## config.mk

```make
export PLATFORM = sky130hd
export DESIGN_NAME = fifo_nibble_tx_flat
export DESIGN_NICKNAME = d
export VERILOG_FILES = /design/src/rtl/fifo_nibble_tx_if.sv /design/src/rtl/fifo_nibble_tx.sv /design/src/flat_wrapper.sv
export SDC_FILE = /design/constraint.sdc
export NUM_CORES = 1
export LEC_CHECK = 0
export ABC_AREA = 0
export CAP_MARGIN = 20
export CORE_MARGIN = 3
export CORE_UTILIZATION = 40
export DETAILED_ROUTE_END_ITERATION = 8
export PLACE_DENSITY = 0.57
export SKIP_LAST_GASP = 1
export SLEW_MARGIN = 10
export SYNTH_ARGS = -nofsm -noshare
export SYNTH_HDL_FRONTEND = slang
export SYNTH_SLANG_ARGS = --single-unit
```

## constraint.sdc

```tcl
create_clock -name CLK -period 4.6 [get_ports CLK]
set_input_delay 0.46 -clock CLK [delete_from_list [all_inputs] [get_ports CLK]]
set_output_delay 0.46 -clock CLK [all_outputs]
set_load 0.05 [all_outputs]
```

## src/rtl/fifo_nibble_tx_if.sv

```systemverilog
// FIFO read-side handshake between the nibble FIFO and its serial drain.
// The FIFO is first-word-fall-through: rdata is the head whenever empty is 0.
interface fifo_nibble_tx_if;
  logic [3:0] rdata;
  logic       empty;
  logic       ren;

  // Transmitter side: pops words.
  modport master (output ren, input rdata, input empty);
  // FIFO side: presents the head word and honours pops.
  modport slave  (input ren, output rdata, output empty);
endinterface

```

## src/rtl/fifo_nibble_tx.sv

```systemverilog
// Drains 4-bit words from a FWFT FIFO and sends each as a 6-bit serial frame:
// start (0), d0..d3 LSB first, stop (1). One pop per frame; back-to-back
// frames chain straight from the last stop cycle into the next start bit.
module fifo_nibble_tx #(
  parameter int CLKS_PER_BIT = 4
) (
  input  logic             CLK,
  input  logic             RESETN,
  fifo_nibble_tx_if.master fifo,
  output logic             tx,
  output logic             busy
);

  if (CLKS_PER_BIT < 2 || CLKS_PER_BIT > 255) begin : g_bad_cpb
    $error("fifo_nibble_tx: CLKS_PER_BIT must be in 2..255");
  end

  typedef enum logic [1:0] {IDLE, START, DATA, STOP} state_t;

  localparam logic [7:0] DIV_LAST = 8'(CLKS_PER_BIT - 1);

  state_t     state_q, state_d;
  logic [7:0] div_q, div_d;
  logic [1:0] bit_q, bit_d;
  logic [3:0] shift_q, shift_d;
  logic       tx_q, tx_d;
  logic       last_cycle;
  logic       pop;

  assign last_cycle = (div_q == DIV_LAST);

  // Pop only from IDLE or on the final stop cycle, so a frame in flight is
  // never disturbed; gating with RESETN keeps ren low while reset is held.
  assign pop = ~fifo.empty & RESETN &
               ((state_q == IDLE) | ((state_q == STOP) & last_cycle));

  assign fifo.ren = pop;
  assign tx       = tx_q;
  assign busy     = (state_q != IDLE);

  // Next-state: divider, bit index, shifter and frame sequencing.
  always_comb begin
    state_d = state_q;
    div_d   = div_q;
    bit_d   = bit_q;
    shift_d = shift_q;
    if (state_q != IDLE) div_d = last_cycle ? 8'd0 : div_q + 8'd1;
    case (state_q)
      START: begin
        if (last_cycle) begin
          state_d = DATA;
          bit_d   = 2'd0;
        end
      end
      DATA: begin
        if (last_cycle) begin
          shift_d = {1'b0, shift_q[3:1]};
          bit_d   = bit_q + 2'd1;
          if (bit_q == 2'd3) state_d = STOP;
        end
      end
      STOP: begin
        if (last_cycle) state_d = IDLE;
      end
      default: ;
    endcase
    // A pop overrides the STOP->IDLE exit so the next start bit follows at once.
    if (pop) begin
      state_d = START;
      div_d   = 8'd0;
      shift_d = fifo.rdata;
    end
  end

  // Line level follows the next state so tx moves on the same edge as the FSM.
  always_comb begin
    tx_d = 1'b1;
    case (state_d)
      START:   tx_d = 1'b0;
      DATA:    tx_d = shift_d[0];
      default: tx_d = 1'b1;
    endcase
  end

  // State registers; reset drops any word in flight and returns the line high.
  always_ff @(posedge CLK or negedge RESETN) begin
    if (!RESETN) begin
      state_q <= IDLE;
      div_q   <= 8'd0;
      bit_q   <= 2'd0;
      shift_q <= 4'd0;
      tx_q    <= 1'b1;
    end else begin
      state_q <= state_d;
      div_q   <= div_d;
      bit_q   <= bit_d;
      shift_q <= shift_d;
      tx_q    <= tx_d;
    end
  end

endmodule

```

## src/flat_wrapper.sv

```systemverilog
// flat-port wrapper written by rule: the top's interface ports become plain ports
module fifo_nibble_tx_flat 
#(
  parameter int CLKS_PER_BIT = 4
)
  (CLK, RESETN, tx, busy, fifo_ren, fifo_rdata, fifo_empty);
  fifo_nibble_tx_if fifo_i ();
  input  logic CLK;
  input  logic RESETN;
  output logic tx;
  output logic busy;
  output wire logic [$bits(fifo_i.ren)-1:0] fifo_ren;
  input wire logic [$bits(fifo_i.rdata)-1:0] fifo_rdata;
  input wire logic [$bits(fifo_i.empty)-1:0] fifo_empty;
  assign fifo_ren = fifo_i.ren;
  assign fifo_i.rdata = fifo_rdata;
  assign fifo_i.empty = fifo_empty;
  fifo_nibble_tx #(.CLKS_PER_BIT(CLKS_PER_BIT)) u_core (.CLK(CLK), .RESETN(RESETN), .fifo(fifo_i), .tx(tx), .busy(busy));
endmodule
```

==> results.toml <==
[pwr]
power.switching_fraction_pct = 42.1
total_switching_power_mw = 0.262
share_seq_of_total_power_pct = 36.9
cell_internal_pwr_mw = 0.360
power.leakage_nw = 0.525
clock_power_share_pct = 12.4
pwr-share-comb_pct = 50.8
p_per_area_mw_per_mm2 = 536
max-vdd-ir-drop_uv = 269

[sta]
relative_max_transition_margin_pct = 57.5
hold_viol = 0
finalWorstSetupSlack_ns = 1.35
rsz0062_at_grt = "no"
setup_tns_ns = 0
finalCriticalPeriod_ns = 3.25
achievable-frequency_mhz = 308
slew_viol_final = 0
worst_pin_slew_ns = 0.622
finalSetupViolations = 0
finalCritPeriodShare_pct = 70.6
worst_setup_skew_after_layout_ns = 0.00301

[placed_design]
dp_slack_ns = 1.58
gp_congestion = 0.770
dp.cells = 137
portBuffers = 9
detailed_place.area_mm2 = 0.00113
dp_hpwl_um = 1350

[outcome]
outcome = "completed"

[synth]
yosys_most_used_dff = "sky130_fd_sc_hd__dfrtp_1"
syn_avg_cell_area_um2 = 10.0
seq_area_frac_synth_pct = 41.8
ys_seq_elements = 17
ys_top_cells_by_area = "sky130_fd_sc_hd__dfrtp_1, sky130_fd_sc_hd__ha_1, sky130_fd_sc_hd__nand2_1"
synthDistinctLibCells = 38
synth_area_leader_cell = "sky130_fd_sc_hd__dfrtp_1"
post_synthesis_instance_area_mm2 = 0.00102
postSynthNetCount = 116
synth_edf_count = 0
synth_top_area_share_pct = 39.2
yosys_warnings = 0
gate_count_of_the_mapped_netlist = 102
fraction_of_registers_with_async_set_reset_pct = 100

[die]
rows = 17
effective_utilization_at_floorplan_pct = 44.0
die_x_um = 56.5
die_area_mm2 = 0.00319
core-area_mm2 = 0.00232
floorplan.die.height_um = 56.5
io-pin-count = 10

[clock_network]
tritoncts = "built"
cts_hold_buffers = 0
cts-root-to-sink-buffers = 2
worstSkewPairLatency_ns = 0.28
cts_resized = 0
htree_levels = 1
clk_pin_slew_ns = 0.09
post_cts_setup_driven_buffer_insertion_count = 0
cts.sinks = 17
cts_root_buf = "sky130_fd_sc_hd__clkbuf_4"
number_of_buffers_added_by_the_clock_tree_synthesis_step = 3

[setup_path]
timing.critical_path.cells = "nor4_4, and3_1, a21oi_1, nor2_4, clkdlybuf4s50_1"
slowest_delay_ns = 0.84
worstPathArrival_ns = 2.79
cp.required_ns = 4.14
timing.critical_path.slowest_stage_cell = "sky130_fd_sc_hd__clkdlybuf4s50_1"
worst_setup_path_end_kind = "primary output"
critical_path_peak_fanout = 8
worstSetupPathType = "reg -> out"
start_kind = "register"
critical_path.n_buffers_inverters = 1
cp_top_family = "simple AND/OR/NAND/NOR gates"

[cells_and_area]
finalCoreUtilization_pct = 50.1
area.growth.synth_to_final_pct = 13.7
final_cell_area_mm2 = 0.00116
fin_nets = 128
fillcell_total = 222
final_cell_count_no_fill = 141
antenna-diode-count = 0
seqCellArea_um2 = 427
multi_input_area_um2 = 553
drive_gt1_share_pct = 13.3

[grt]
via_count_of_the_first_global_routing_pass = 689
grt_start_max_net_pins = 19
grt_antenna_before_repair = 0
grt_first_pass_wirelength_um = 3060
track_usage_pct = 12.2
grt-ovfl-total = 0

[drt]
drtPass1Iterations = 4
route.antenna.remaining_nets = 0
initialDrtViolationCount = 21
route.vias.total = 760
drc_errors = 0
vias_per_cell = 5.39
routedWlPerCell_um = 12.5
total_detailed_routing_wirelength_um = 1770

[worst_hold_path]
min-delay-path-class = "in -> async"

[run]
number_of_maximum_capacitance_violations = 0
==> kinds of logic (layout without fill, tap and decap cells) <==
| logic type | after synthesis | in the layout | synth area share, % |
|---|---|---|---|
| AOI/OAI and AO/OA | 17 | 17 | 12.7 |
| buffers and inverters | 9 | 20 | 4.04 |
| DFF | 17 | 17 | 41.8 |
| xor gates and xnor gates | 6 | 6 | 5.15 |
| and+or+nand+nor | 39 | 39 | 19.7 |
| adders and majority gates | 7 | 7 | 8.58 |
| muxes | 7 | 7 | 7.96 |
==> cells in the mapped netlist (2+ instances only) <==
| cell type | instances |
|---|---|
| sky130_fd_sc_hd__xor2_1 | 3 |
| sky130_fd_sc_hd__clkbuf_1 | 2 |
| sky130_fd_sc_hd__ha_1 | 7 |
| sky130_fd_sc_hd__mux2_2 | 3 |
| sky130_fd_sc_hd__a22o_1 | 2 |
| sky130_fd_sc_hd__nand3_1 | 5 |
| sky130_fd_sc_hd__mux2_1 | 2 |
| sky130_fd_sc_hd__inv_1 | 6 |
| sky130_fd_sc_hd__nor2_1 | 10 |
| sky130_fd_sc_hd__xnor2_1 | 3 |
| sky130_fd_sc_hd__nor2b_1 | 2 |
| sky130_fd_sc_hd__nand2_1 | 14 |
| sky130_fd_sc_hd__a21oi_1 | 2 |
| sky130_fd_sc_hd__dfrtp_1 | 16 |
| sky130_fd_sc_hd__o21ai_0 | 2 |
==> power by group through the flow <==
| stage | logic (mW) | clock network, mW | registers (mW) |
|---|---|---|---|
| after global routing | 0.349 | 0.0862 | 0.237 |
| after CTS | 0.317 | 0.0802 | 0.229 |
| after floorplan | 0.236 | 0 | 0.241 |
| after global placement | 0.317 | 0 | 0.231 |
| after detailed placement | 0.316 | 0 | 0.232 |
| final | 0.316 | 0.0768 | 0.229 |
==> layout make-up <==
type | instances | area share (%)
flip-flops and latches | 17 | 36.7
well taps | 28 | 3.02
clock buffers | 4 | 2.26
repair buffers | 10 | 8.41
inverters | 6 | 1.94
multi-input cells | 76 | 47.6
==> stage by stage <==
stage | total power [mW] | hold slack, ns
2_1_floorplan | 0.477 | 0.164
3_3_place_gp | 0.548 | 0.514
3_5_place_dp | 0.548 | 0.529
4_1_cts | 0.626 | 0.487
5_1_grt | 0.672 | 0.506
6_report | 0.622 | 0.487
==> sequential cells by signal, indices dropped and copies added (netlist names) <==
register	flops
u_core.div_q	8
u_core.shift_q	4
u_core.tx	1
u_core.bit_q	2
u_core.state_q	2
==> cells in the final DEF, fill, tap and decap left out <==
| cell type | instances |
|---|---|
| sky130_fd_sc_hd__and3_1 | 1 |
| sky130_fd_sc_hd__nor2b_1 | 2 |
| sky130_fd_sc_hd__xor2_1 | 3 |
| sky130_fd_sc_hd__buf_4 | 1 |
| sky130_fd_sc_hd__nand2b_1 | 1 |
| sky130_fd_sc_hd__mux2_4 | 1 |
| sky130_fd_sc_hd__o21ba_2 | 1 |
| sky130_fd_sc_hd__mux2_2 | 3 |
| sky130_fd_sc_hd__nand2_4 | 1 |
| sky130_fd_sc_hd__nand4_1 | 1 |
| sky130_fd_sc_hd__dfrtp_1 | 16 |
| sky130_fd_sc_hd__a41oi_1 | 1 |
| sky130_fd_sc_hd__nand2_1 | 14 |
| sky130_fd_sc_hd__mux2_1 | 2 |
| sky130_fd_sc_hd__a21oi_1 | 2 |
| sky130_fd_sc_hd__mux2i_1 | 1 |
| sky130_fd_sc_hd__clkbuf_1 | 1 |
| sky130_fd_sc_hd__clkbuf_4 | 3 |
| sky130_fd_sc_hd__a22o_1 | 2 |
| sky130_fd_sc_hd__nor4_1 | 1 |
| sky130_fd_sc_hd__a211o_2 | 1 |
| sky130_fd_sc_hd__o31ai_1 | 1 |
| sky130_fd_sc_hd__ha_1 | 7 |
| sky130_fd_sc_hd__a32o_1 | 1 |
| sky130_fd_sc_hd__inv_1 | 6 |
| sky130_fd_sc_hd__dfstp_2 | 1 |
| sky130_fd_sc_hd__a211oi_1 | 1 |
| sky130_fd_sc_hd__a222oi_1 | 1 |
| sky130_fd_sc_hd__nor3_1 | 1 |
| sky130_fd_sc_hd__nor2_1 | 10 |
| sky130_fd_sc_hd__nand3_1 | 5 |
| sky130_fd_sc_hd__o21ai_0 | 2 |
| sky130_fd_sc_hd__xnor2_1 | 3 |
| sky130_fd_sc_hd__o21ai_1 | 1 |
| sky130_fd_sc_hd__nor4_4 | 1 |
| sky130_fd_sc_hd__o22ai_1 | 1 |
| sky130_fd_sc_hd__clkdlybuf4s50_1 | 9 |
| sky130_fd_sc_hd__a31o_2 | 1 |
| sky130_fd_sc_hd__a2111oi_0 | 1 |
| sky130_fd_sc_hd__nor2_4 | 1 |
==> worst reg2reg max path: stages, from the launching register on <==
cell	delay, ns
sky130_fd_sc_hd__dfrtp_1	0.45
sky130_fd_sc_hd__nor4_4	0.36
sky130_fd_sc_hd__and3_1	0.45
sky130_fd_sc_hd__a21oi_1	0.20
sky130_fd_sc_hd__nor2_4	0.21
sky130_fd_sc_hd__mux2_2	0.35
==> per-layer routing <==
layer	track usage (%)	wire length, um
met3	2.53	61
met2	16.3	770
met4	5.42	26
met5	0	0
met1	18.3	907
==> final timing paths <==
path / cells past startpoint / slack, ns / start / endpoint
setup / recovery: 5 / 1.35 / u_core.div_q[4] / fifo_ren
hold / removal: 2 / 0.49 / RESETN / u_core.shift_q[2]
setup reg to reg: 5 / 2.48 / u_core.div_q[4] / u_core.shift_q[1]
hold reg to reg: 2 / 0.54 / u_core.shift_q[3] / u_core.shift_q[3]
max in group asynchronous: 2 / 3.86 / RESETN / u_core.tx
min in group CLK: 2 / 0.54 / u_core.shift_q[3] / u_core.shift_q[3]
Note: power is estimated with default switching activity, not from simulation.
